## src/rtl/if_id_skid_if.sv

```systemverilog
// IF/ID handshake bundle: fetch-side request/ready and decode-side
// valid/ready with the instruction payload.
interface if_id_skid_if #(
    parameter int INST_W = 32,
    parameter int ADDR_W = 32
);
    logic              valid_i;
    logic              ready_o;
    logic [INST_W-1:0] inst_i;
    logic [ADDR_W-1:0] inst_addr_i;
    logic              pred_i;
    logic              valid_o;
    logic              ready_i;
    logic [INST_W-1:0] inst_o;
    logic [ADDR_W-1:0] inst_addr_o;
    logic              pred_o;

    modport slave (
        input  valid_i, inst_i, inst_addr_i, pred_i, ready_i,
        output ready_o, valid_o, inst_o, inst_addr_o, pred_o
    );

    modport master (
        output valid_i, inst_i, inst_addr_i, pred_i, ready_i,
        input  ready_o, valid_o, inst_o, inst_addr_o, pred_o
    );
endinterface

```

## src/rtl/if_id_skid.sv

```systemverilog
// IF/ID pipeline register with a two-entry skid buffer; ready_o is a
// flop so decode stalls never reach fetch combinationally.
module if_id_skid #(
    parameter int                INST_W     = 32,
    parameter int                ADDR_W     = 32,
    parameter logic [INST_W-1:0] NOP_INST   = 32'h00000013,
    parameter logic [ADDR_W-1:0] RESET_ADDR = '0
) (
    input  logic          clk,
    input  logic          rst,
    input  logic          flush_i,
    if_id_skid_if.slave   bus
);

    typedef enum logic [1:0] {
        EMPTY = 2'd0,
        BUSY  = 2'd1,
        FULL  = 2'd2
    } state_e;

    state_e            state_q, state_d;
    logic              ready_q, ready_d;
    logic [INST_W-1:0] m_inst_q, m_inst_d;
    logic [ADDR_W-1:0] m_addr_q, m_addr_d;
    logic              m_pred_q, m_pred_d;
    logic [INST_W-1:0] s_inst_q, s_inst_d;
    logic [ADDR_W-1:0] s_addr_q, s_addr_d;
    logic              s_pred_q, s_pred_d;
    logic              accept, deliver, m_valid;

    assign m_valid = (state_q != EMPTY);
    assign accept  = bus.valid_i & ready_q;
    assign deliver = m_valid & bus.ready_i;

    always_comb begin
        state_d  = state_q;
        m_inst_d = m_inst_q;
        m_addr_d = m_addr_q;
        m_pred_d = m_pred_q;
        s_inst_d = s_inst_q;
        s_addr_d = s_addr_q;
        s_pred_d = s_pred_q;
        if (flush_i) begin
            state_d = EMPTY;
        end else begin
            case (state_q)
                EMPTY: begin
                    if (accept) begin
                        m_inst_d = bus.inst_i;
                        m_addr_d = bus.inst_addr_i;
                        m_pred_d = bus.pred_i;
                        state_d  = BUSY;
                    end
                end
                BUSY: begin
                    if (accept && deliver) begin
                        m_inst_d = bus.inst_i;
                        m_addr_d = bus.inst_addr_i;
                        m_pred_d = bus.pred_i;
                    end else if (accept) begin
                        s_inst_d = bus.inst_i;
                        s_addr_d = bus.inst_addr_i;
                        s_pred_d = bus.pred_i;
                        state_d  = FULL;
                    end else if (deliver) begin
                        state_d = EMPTY;
                    end
                end
                FULL: begin
                    if (deliver) begin
                        m_inst_d = s_inst_q;
                        m_addr_d = s_addr_q;
                        m_pred_d = s_pred_q;
                        state_d  = BUSY;
                    end
                end
                default: state_d = EMPTY;
            endcase
        end
        ready_d = (state_d != FULL);
    end

    always_ff @(posedge clk or negedge rst) begin
        if (!rst) begin
            state_q  <= EMPTY;
            ready_q  <= 1'b1;
            m_inst_q <= NOP_INST;
            m_addr_q <= RESET_ADDR;
            m_pred_q <= 1'b0;
            s_inst_q <= '0;
            s_addr_q <= '0;
            s_pred_q <= 1'b0;
        end else begin
            state_q  <= state_d;
            ready_q  <= ready_d;
            m_inst_q <= m_inst_d;
            m_addr_q <= m_addr_d;
            m_pred_q <= m_pred_d;
            s_inst_q <= s_inst_d;
            s_addr_q <= s_addr_d;
            s_pred_q <= s_pred_d;
        end
    end

    // Address is left visible when empty; data and flag are masked.
    assign bus.ready_o     = ready_q;
    assign bus.valid_o     = m_valid;
    assign bus.inst_o      = m_valid ? m_inst_q : NOP_INST;
    assign bus.inst_addr_o = m_addr_q;
    assign bus.pred_o      = m_valid & m_pred_q;

endmodule

```

## src/flat_wrapper.sv

```systemverilog
// flat-port wrapper written by rule: the top's interface ports become plain ports
module if_id_skid_flat 
#(
    parameter int                INST_W     = 32,
    parameter int                ADDR_W     = 32,
    parameter logic [INST_W-1:0] NOP_INST   = 32'h00000013,
    parameter logic [ADDR_W-1:0] RESET_ADDR = '0
)
  (clk, rst, flush_i, bus_valid_i, bus_inst_i, bus_inst_addr_i, bus_pred_i, bus_ready_i, bus_ready_o, bus_valid_o, bus_inst_o, bus_inst_addr_o, bus_pred_o);
  if_id_skid_if #(.INST_W(INST_W), .ADDR_W(ADDR_W)) bus_i ();
  input  logic clk;
  input  logic rst;
  input  logic flush_i;
  input wire logic [$bits(bus_i.valid_i)-1:0] bus_valid_i;
  input wire logic [$bits(bus_i.inst_i)-1:0] bus_inst_i;
  input wire logic [$bits(bus_i.inst_addr_i)-1:0] bus_inst_addr_i;
  input wire logic [$bits(bus_i.pred_i)-1:0] bus_pred_i;
  input wire logic [$bits(bus_i.ready_i)-1:0] bus_ready_i;
  output wire logic [$bits(bus_i.ready_o)-1:0] bus_ready_o;
  output wire logic [$bits(bus_i.valid_o)-1:0] bus_valid_o;
  output wire logic [$bits(bus_i.inst_o)-1:0] bus_inst_o;
  output wire logic [$bits(bus_i.inst_addr_o)-1:0] bus_inst_addr_o;
  output wire logic [$bits(bus_i.pred_o)-1:0] bus_pred_o;
  assign bus_i.valid_i = bus_valid_i;
  assign bus_i.inst_i = bus_inst_i;
  assign bus_i.inst_addr_i = bus_inst_addr_i;
  assign bus_i.pred_i = bus_pred_i;
  assign bus_i.ready_i = bus_ready_i;
  assign bus_ready_o = bus_i.ready_o;
  assign bus_valid_o = bus_i.valid_o;
  assign bus_inst_o = bus_i.inst_o;
  assign bus_inst_addr_o = bus_i.inst_addr_o;
  assign bus_pred_o = bus_i.pred_o;
  if_id_skid #(.INST_W(INST_W), .ADDR_W(ADDR_W), .NOP_INST(NOP_INST), .RESET_ADDR(RESET_ADDR)) u_core (.clk(clk), .rst(rst), .flush_i(flush_i), .bus(bus_i));
endmodule
```

## config.mk

```make
export PLATFORM = sky130hd
export DESIGN_NAME = if_id_skid_flat
export DESIGN_NICKNAME = d
export VERILOG_FILES = /design/src/rtl/if_id_skid_if.sv /design/src/rtl/if_id_skid.sv /design/src/flat_wrapper.sv
export SDC_FILE = /design/constraint.sdc
export NUM_CORES = 1
export LEC_CHECK = 0
export CAP_MARGIN = 20
export CORE_MARGIN = 8
export CORE_UTILIZATION = 46
export DETAILED_ROUTE_END_ITERATION = 8
export PLACE_DENSITY_LB_ADDON = 0.3
export REMOVE_ABC_BUFFERS = 1
export SLEW_MARGIN = 20
export SYNTH_ARGS = -nofsm -noshare
export SYNTH_HDL_FRONTEND = slang
export SYNTH_SLANG_ARGS = --single-unit
```

## constraint.sdc

```tcl
create_clock -name clk -period 1.55 [get_ports clk]
set_clock_uncertainty 0.05 [all_clocks]
set_input_delay 0.2325 -clock clk [delete_from_list [all_inputs] [get_ports clk]]
set_output_delay 0.2325 -clock clk [all_outputs]
set_load 0.1 [all_outputs]
```

After elaboration in Yosys (flattened, before gate mapping)
Cells that the tools add are included.
{"block": "word_totals", "register_bits": 133, "latchBits": 0, "ram_bits": 0, "romBits": 0, "in_bits": 70, "out_inout_bits": 67, "elab_cells": 45, "n_memories": 0}
{"block": "classes", "add_sub_neg": 0, "multipliers": 0, "n_div": 0, "order_cmp": 0, "n_eq_ne": 6, "n_shift": 0, "muxes": 20, "bitwise": 5, "reduce_logical": 6}
{"op": "$mux 32", "count": 7}
{"op": "$pmux 32 s3", "count": 2}
{"op": "$mux 2", "count": 6}
{"op": "$ne 2x1->1 const B", "count": 3}
{"op": "$pmux 2 s3", "count": 1}
{"op": "$reduce_and 5->1", "count": 1}
{"op": "$reduce_and 4->1", "count": 1}
{"op": "$and 1x1->1", "count": 3}
{"op": "$mux 1", "count": 3}
{"op": "$pmux 1 s3", "count": 1}
{"op": "$reduce_bool 3->1", "count": 1}
{"op": "$eq 2x1->1 const B", "count": 1}
{"op": "$eq 2x2->1 const B", "count": 1}
{"op": "$logic_not 2->1", "count": 1}
{"op": "$ne 2x2->1 const B", "count": 1}
{"op": "$not 1->1", "count": 2}
{"op": "$reduce_bool 2->1", "count": 1}
{"op": "$logic_and 1x1->1", "count": 1}

Logic depth before layout (Yosys ltp)
Gate-level depths: netlist of the first run.
{"block": "depth", "ltp_word": 8, "ltp_mapped": 6, "ltp_nobuf": 4}

Worst setup path before layout of the first run
No wires, ideal clock.
{"block": "synth_path", "path_kind": "register to output", "start": "register u_core.state_q[1]", "end": "output bus_inst_o[10]", "arrival_time_ns": 2.068, "path_slack_ns": -0.800, "stages_incl_launch_ff": 4, "n_path_buf": 1, "path_cell_list": "dfrtp_1 nor2_1 clkbuf_1 nor2b_1"}
{"block": "synth_via", "elab_chain_len": 2}
{"item": "start, declared", "line_no": "if_id_skid.sv:21", "rtl": "state_e state_q, state_d;"}
{"item": "start signal, assigned", "line_no": "if_id_skid.sv:94", "rtl": "state_q <= state_d;"}
{"item": "$reduce_bool 2->1", "line_no": "if_id_skid.sv:31", "rtl": "assign m_valid = (state_q != EMPTY);"}
{"item": "$mux 32", "line_no": "if_id_skid.sv:108", "rtl": "assign bus.inst_o = m_valid ? m_inst_q : NOP_INST;"}
{"item": "end, declared", "line_no": "flat_wrapper.sv:21", "rtl": "output wire logic [$bits(bus_i.inst_o)-1:0] bus_inst_o;"}
Every way passes these cells.

Worst setup path after layout of the first run
{"block": "layout_path", "start": "register u_core.state_q[1]", "end": "register u_core.s_addr_q[14]"}
{"block": "layout_via", "elab_chain_len": 5, "elab_cells_between_ends": 6, "classes_between": "eq/ne: 1; bitwise: 2; reduce/logical: 3"}
{"item": "$reduce_bool 2->1", "line_no": "if_id_skid.sv:31"}
{"item": "$and 1x1->1", "line_no": "if_id_skid.sv:33", "rtl": "assign deliver = m_valid & bus.ready_i;"}
{"item": "$logic_and 1x1->1", "line_no": "if_id_skid.sv:56", "rtl": "if (accept && deliver) begin"}
{"item": "$not 1->1 (no source line)"}
{"item": "$reduce_and 4->1 (no source line) (*)"}
{"item": "end signal, assigned", "line_no": "if_id_skid.sv:100", "rtl": "s_addr_q <= s_addr_d;"}
{"item": "end, declared", "line_no": "if_id_skid.sv:27", "rtl": "logic [ADDR_W-1:0] s_addr_q, s_addr_d;"}
Mark *: on every way between the ends. The rest lies on a longest branch, timed or not.
A chain may end at the register's enable or synchronous reset.

==> results of run 1 <==
## logic make-up (layout without fill, tap and decap cells)
kind of cell / Yosys count / in the layout
muxes: 131 / 131
DFF: 133 / 133
buffers and inverters: 34 / 240
and+or+nand+nor: 107 / 107
AOI/OAI and AO/OA: 69 / 69
## layout by cell type (no fill, tap or decap), types with 2 or more instances in the layout
master,n
nand2_1,11
dfstp_2,4
nor2b_2,15
bufinv_16,3
o21ai_2,49
a21oi_1,2
inv_1,2
nand2_2,16
mux2i_1,61
buf_4,11
clkdlybuf4s50_1,68
dfrtp_1,129
or2_4,3
buf_16,23
mux2_4,50
clkbuf_16,21
mux2_2,15
mux2i_4,4
clkinv_2,7
o21ai_1,16
nand2_4,39
buf_8,2
buf_6,14
buf_12,83
nor2b_4,17
clkinv_4,2
## power groups by stage
stage          Combinational (W)  Clock, W  Sequential, W
3_5_place_dp             0.00477         0        0.00495
2_1_floorplan            0.00193         0        0.00591
4_1_cts                  0.00536   0.00410        0.00494
3_3_place_gp             0.00466         0        0.00490
6_report                 0.00566   0.00410        0.00513
5_1_grt                  0.00587   0.00428        0.00519
## how the worst max path moves through the flow
stage	startpoint	endpoint	slack, ns
after floorplan	u_core.state_q[0]$_DFF_PN0_	u_core.bus.inst_addr_o[0]$_DFFE_PN0P_	-3.78
after global placement	bus_ready_i	u_core.bus.inst_addr_o[11]$_DFFE_PN0P_	-0.35
after detailed placement	bus_ready_i	u_core.bus.inst_addr_o[9]$_DFFE_PN0P_	-0.41
after CTS	u_core.state_q[0]$_DFF_PN0_	bus_inst_o[0]	-0.35
after global routing	u_core.state_q[1]$_DFF_PN0_	u_core.s_addr_q[14]$_DFFE_PN0P_	-0.43
final	u_core.state_q[1]$_DFF_PN0_	u_core.s_addr_q[14]$_DFFE_PN0P_	-0.37
## cell type report
type / instances / area (µm²) / area share
Clock inverter: 14 / 159 / 0.0148
Sequential cell: 133 / 3330 / 0.311
Clock buffer: 18 / 439 / 0.0410
Multi-Input combinational cell: 307 / 3210 / 0.299
Timing Repair Buffer: 206 / 3360 / 0.313
Inverter: 2 / 7.51 / 0.000700
Tap cell: 176 / 220 / 0.0205
## metrics by stage
step / total power, W / TNS (ns)
after floorplan: 0.00784 / -470.88
after global placement: 0.00956 / -42.26
after detailed placement: 0.00972 / -47.01
after CTS: 0.0144 / -37.50
after global routing: 0.0153 / -54.73
final: 0.0149 / -46.46
## state kept, by name, summed over array words and instances, names as in the netlist
signal and count:
u_core.bus.inst_addr_o 32, u_core.bus.ready_o 1, u_core.m_inst_q 32, u_core.m_pred_q 1, u_core.s_addr_q 32, u_core.s_inst_q 32, u_core.s_pred_q 1, u_core.state_q 2
## routing by layer
metal | vias up | part of all wire | track usage
li1 | 2035 | - | -
met2 | 163 | 0.51 | 0.404
met1 | 2431 | 0.40 | 0.288
met3 | 36 | 0.065 | 0.0706
met5 | - | 0.00054 | 0
met4 | 2 | 0.021 | 0.0912
## timing repair
action / CTS / global route
gates cloned: 23 / 4
pin swaps: 9 / 61
endpoints found under the setup margin: 164 / 167
resized for setup: 127 / 135
hold buffers: 1 / 0
endpoints found under the hold margin: 40 / 0
setup buffers: 15 / 5
==> summary.txt, run 1 <==
run status - finished with violations
violated checks - negative setup slack
Async SR Flop Fraction - 1.00
Clock Tree Buf Depth - 2
Netlist cell types - 23
Die Y - 130 µm
FP Rows - 42
final hold viol count - 0
Setup WS pre-CTS - -0.414 ns
post-layout min period - 1.92 ns
synth cell count leaders - dfrtp_1, mux2i_1, nand2_1
Synth Register Bits - 133
Post-Synth Adder-Cell Area - 0
Routed Antenna Nets - 0
Post-Syn Instances - 474
first-pass GRT wire length - 30100 µm
pin count of the biggest net entering global routing - 51
initial core utilization - 0.462
leading area contributor after synthesis - dfrtp_1
Post-DP HPWL - 10100 µm
Port Buf Inserts - 136
cell total after placement - 781
Iteration-0 DRC Markers - 250
count leader, synth - dfrtp_1
Num CTS Buffers - 17
r2r worst-path depth - 7
fmax - 0.522 GHz
Slowest-stage cell, CP - dfrtp_1
period utilization - 1.24
# IOs - 137
Ys Warns - 0
Max FO, Critical Path - 6
crit-path leading delay family - buffers and inverters
Slew @ Worst Pin - 0.520 ns
Sw Ratio - 0.361
internal reg-to-reg setup slack - -0.37 ns
die area - 17000 µm²
Data required, critical path - 1.80 ns
Worst Setup Slack, final - -0.368 ns
Overflow after GRT - 0
Core ar. - 13000 µm²
Post-DP Area - 8400 µm²
Reg-to-Reg End - u_core.s_addr_q[14]$_DFFE_PN0P_
static leakage - 4.77 nW
share of Yosys cell area claimed by the top area cell type - 0.536
Hold WC Path Type - in -> async
drt pass-1 iters - 4
Logic pwr share - 0.380
proportion of synthesized area in mux cells - 0.262
ANT cells - 0
kind of critical path - reg -> reg
Die Wd - 130 µm
layout cells sized above 1 - 0.566
Post-Route Utilization - 0.823
Sw Pwr - 0.00538 W
mapped cell area - 6030 µm²
clock-pin slew on the worst setup and hold paths - 0.06 ns
vias per cell - 5.45
DRC - 0
top cells by area, synth - dfrtp_1, mux2_4, mux2i_1
largest family of logic cells by synthesized area - multiplexers
CTS tree - built
XOR/XNOR Fraction of Synth Area - 0
RSZ-0062 raised after global routing - true
Total GRT Usage - 0.241
PwrDens - 1390 nW/µm²
area delta synth->final - 77.9%
global placement routability congestion - 0.767
post-synthesis sequential area ratio - 0.553
Hold Worst Slack - 0.284 ns
post-synthesis compound-gate area fraction - 0.0590
Via Count - 4667
CTS root buffer - clkbuf_16
dominant synthesized flop cell - dfrtp_1
Clock Latency Late Sink - 0.42 ns
internal power - 0.00951 W
vias in the first global route - 5185
Critical Path, Cell by Cell - buf_4 > and3b_2 > nand3b_1 > buf_6 > buf_16 > buf_12 > mux2_4
finished layout cell area - 10700 µm²
Slew HR - 0.654
register share of total power - 0.345
Peak VDD IR - 864 µV
max_cap viols - 0
final setup fails - 167
final wirelength - 20500 µm
critical path depth - 7
Worst R2R Start - u_core.state_q[1]$_DFF_PN0_
max incr delay on CP - 0.40 ns
WP buf/inv - 4
total clock sinks - 133
H-tree Lvls - 4
Fill cells - 681
power share of the clock group - 0.275
Worst setup EP type - flop
Startpoint Class - flop
WL per Instance - 24.0 µm
initial antenna violation count - 1
Slew Limit Fails - 0
fin nets - 737
synthesized area per cell - 12.7 µm²
non-filler cells, final - 856
number of synthesized flops with an enable pin - 0
crit path DAT - 2.17 ns
Post-Synth Simple-Gate Area - 0.0855
Power figures use the tool's default switching activity.
==> run 2: changes to the inputs <==
--- a/config.mk
+++ b/config.mk
@@ -11,7 +11,6 @@
 export DETAILED_ROUTE_END_ITERATION = 8
 export PLACE_DENSITY_LB_ADDON = 0.3
 export REMOVE_ABC_BUFFERS = 1
-export SLEW_MARGIN = 20
 export SYNTH_ARGS = -nofsm -noshare
 export SYNTH_HDL_FRONTEND = slang
 export SYNTH_SLANG_ARGS = --single-unit
==> results of run 2 <==
No change in the layout: final DEF, timing and power equal those of run 1.
==> run 3: changes to the inputs <==
--- a/config.mk
+++ b/config.mk
@@ -7,7 +7,7 @@
 export LEC_CHECK = 0
 export CAP_MARGIN = 20
 export CORE_MARGIN = 8
-export CORE_UTILIZATION = 46
+export CORE_UTILIZATION = 54
 export DETAILED_ROUTE_END_ITERATION = 8
 export PLACE_DENSITY_LB_ADDON = 0.3
 export REMOVE_ABC_BUFFERS = 1
==> constraint.sdc (replaced) <==
create_clock -name clk -period 2.45 [get_ports clk]
set_clock_uncertainty 0.05 [all_clocks]
set_input_delay 0.3675 -clock clk [delete_from_list [all_inputs] [get_ports clk]]
set_output_delay 0.3675 -clock clk [all_outputs]
set_load 0.1 [all_outputs]
==> summary.txt, run 3 (synthesis results as in run 1) <==
Slew @ Worst Pin - 0.575 ns
layout cells sized above 1 - 0.294
final setup fails - 0
register area - 3330 µm²
post-layout min period - 2.27 ns
max incr delay on CP - 0.51 ns
commonest non-fill, non-tap cell in the layout - dfrtp_1
multi-input logic area - 2470 µm²
Hold WC Path Type - in -> async
initial core utilization - 0.554
Setup WS pre-CTS - 0.237 ns
fin nets - 677
final hold viol count - 0
RSZ-0062 raised after global routing - false
Peak VDD IR - 654 µV
CTS tree - built
# IOs - 137
WL per Instance - 18.0 µm
FP Rows - 38
global placement routability congestion - 0.744
postcts setup bufs - 0
Slew HR - 0.617
Slew Limit Fails - 0
Die Wd - 122 µm
Iteration-0 DRC Markers - 190
CTS root buffer - clkbuf_8
vias in the first global route - 4403
die area - 14800 µm²
area delta synth->final - 31.8%
PwrDens - 1010 nW/µm²
Post-Route Utilization - 0.730
Post-DP HPWL - 9270 µm
fmax - 0.441 GHz
Final TNS setup - 0 ns
internal reg-to-reg setup slack - 0.59 ns
first-pass GRT wire length - 22400 µm
period utilization - 0.925
Routed Antenna Nets - 0
Total GRT Usage - 0.191
Worst setup EP type - primary output
kind of critical path - reg -> out
ANT cells - 0
Fill cells - 752
initial antenna violation count - 0
Worst Setup Slack, final - 0.185 ns
run status - completed
Core ar. - 10900 µm²
max_cap viols - 0
Critical Path, Cell by Cell - nor2_4 > buf_12 > nor2b_1 > buf_4
Startpoint Class - flop
Num CTS Buffers - 17
Die Y - 122 µm
crit path DAT - 1.85 ns
Port Buf Inserts - 136
Overflow after GRT - 0
Slowest-stage cell, CP - dfrtp_1
most frequent cells in the layout - dfrtp_1, clkdlybuf4s50_1, buf_4, nand2_1, mux2i_1
clock-pin slew on the worst setup and hold paths - 0.06 ns
drt pass-1 iters - 4
DRC - 0
Data required, critical path - 2.03 ns
Via Count - 3981
final wirelength - 13700 µm
Clock Latency Late Sink - 0.51 ns
Clock Tree Buf Depth - 2
Max FO, Critical Path - 25
H-tree Lvls - 4
vias per cell - 5.24
static leakage - 3.66 nW
total clock sinks - 133
pin count of the biggest net entering global routing - 72
## run 3: cell types whose count changed in the layout (fill, tap and decap cells not counted), moves of 16 or more
cell / previous run / this run
nand2_2: 16 / 0
o21ai_2: 49 / 0
o21ai_1: 16 / 65
nand2_4: 39 / 0
nand2_1: 11 / 66
buf_16: 23 / 0
buf_4: 11 / 67
nor2b_1: 0 / 30
buf_12: 83 / 9
## run 3: worst max-delay path, delay by kind of cell (launching register included)
kind	cells	cell delay [ns]
and+or+nand+nor	2	0.31
DFF	1	0.51
buffers and inverters	2	0.50
## run 3: area by class of cell
| cell class | count | area share |
|---|---|---|
| sequential | 133 | 0.419 |
| multi-input combinational | 307 | 0.311 |
| tap | 140 | 0.0220 |
| clock buffer | 24 | 0.0605 |
| clock inverter | 8 | 0.0123 |
| inverter | 2 | 0.000945 |
| timing repair buffer | 146 | 0.174 |
## run 3: per-stage QoR
step / instances / area [µm²] / hold WS [ns] / power, W
finish: 760 / 7950 / 0.352 / 0.00805
global route: 760 / 7950 / 0.402 / 0.00837
CTS: 760 / 7940 / 0.359 / 0.00811
detailed placement: 727 / 7350 / 0.329 / 0.00565
global placement: 727 / 7350 / 0.321 / 0.00555
floorplan: 442 / 5790 / 0.0219 / 0.00496
## run 3: timing repair
action	4_1_cts	5_1_grt
resized for setup	0	1
hold buffers	1	0
endpoints found under the hold margin	54	0
setup endpoints to repair	0	25
## run 3: path summary, 6_finish.rpt
check	startpoint	to	cells after the start
worst min register to register	u_core.m_inst_q[4]$_DFFE_PN1P_	u_core.m_inst_q[4]$_DFFE_PN1P_	2
worst max-delay path	u_core.state_q[0]$_DFF_PN0_	bus_inst_o[29]	4
max in group asynchronous	rst	u_core.m_inst_q[1]$_DFFE_PN1P_	3
min in group clk	u_core.m_inst_q[4]$_DFFE_PN1P_	u_core.m_inst_q[4]$_DFFE_PN1P_	2
worst min-delay path	rst	u_core.state_q[1]$_DFF_PN0_	2
worst max register to register	u_core.bus.ready_o$_DFF_PN1_	u_core.bus.inst_addr_o[25]$_DFFE_PN0P_	5
## run 3: power by group
part	total [W]	leakage [nW]	internal (W)	switching, W
sequential	0.00306	1.64	0.00275	0.000313
clock	0.00244	0.277	0.00155	0.000886
combinational	0.00255	1.75	0.000896	0.00165
total	0.00805	3.66	0.00519	0.00285
## run 3: per-layer routing
layer,vias to the layer above,GRT usage,share of wire
met5,-,0,0
li1,1894,-,-
met2,110,0.310,0.48
met1,1971,0.241,0.45
met3,6,0.0592,0.063
met4,0,0.0555,0.0051
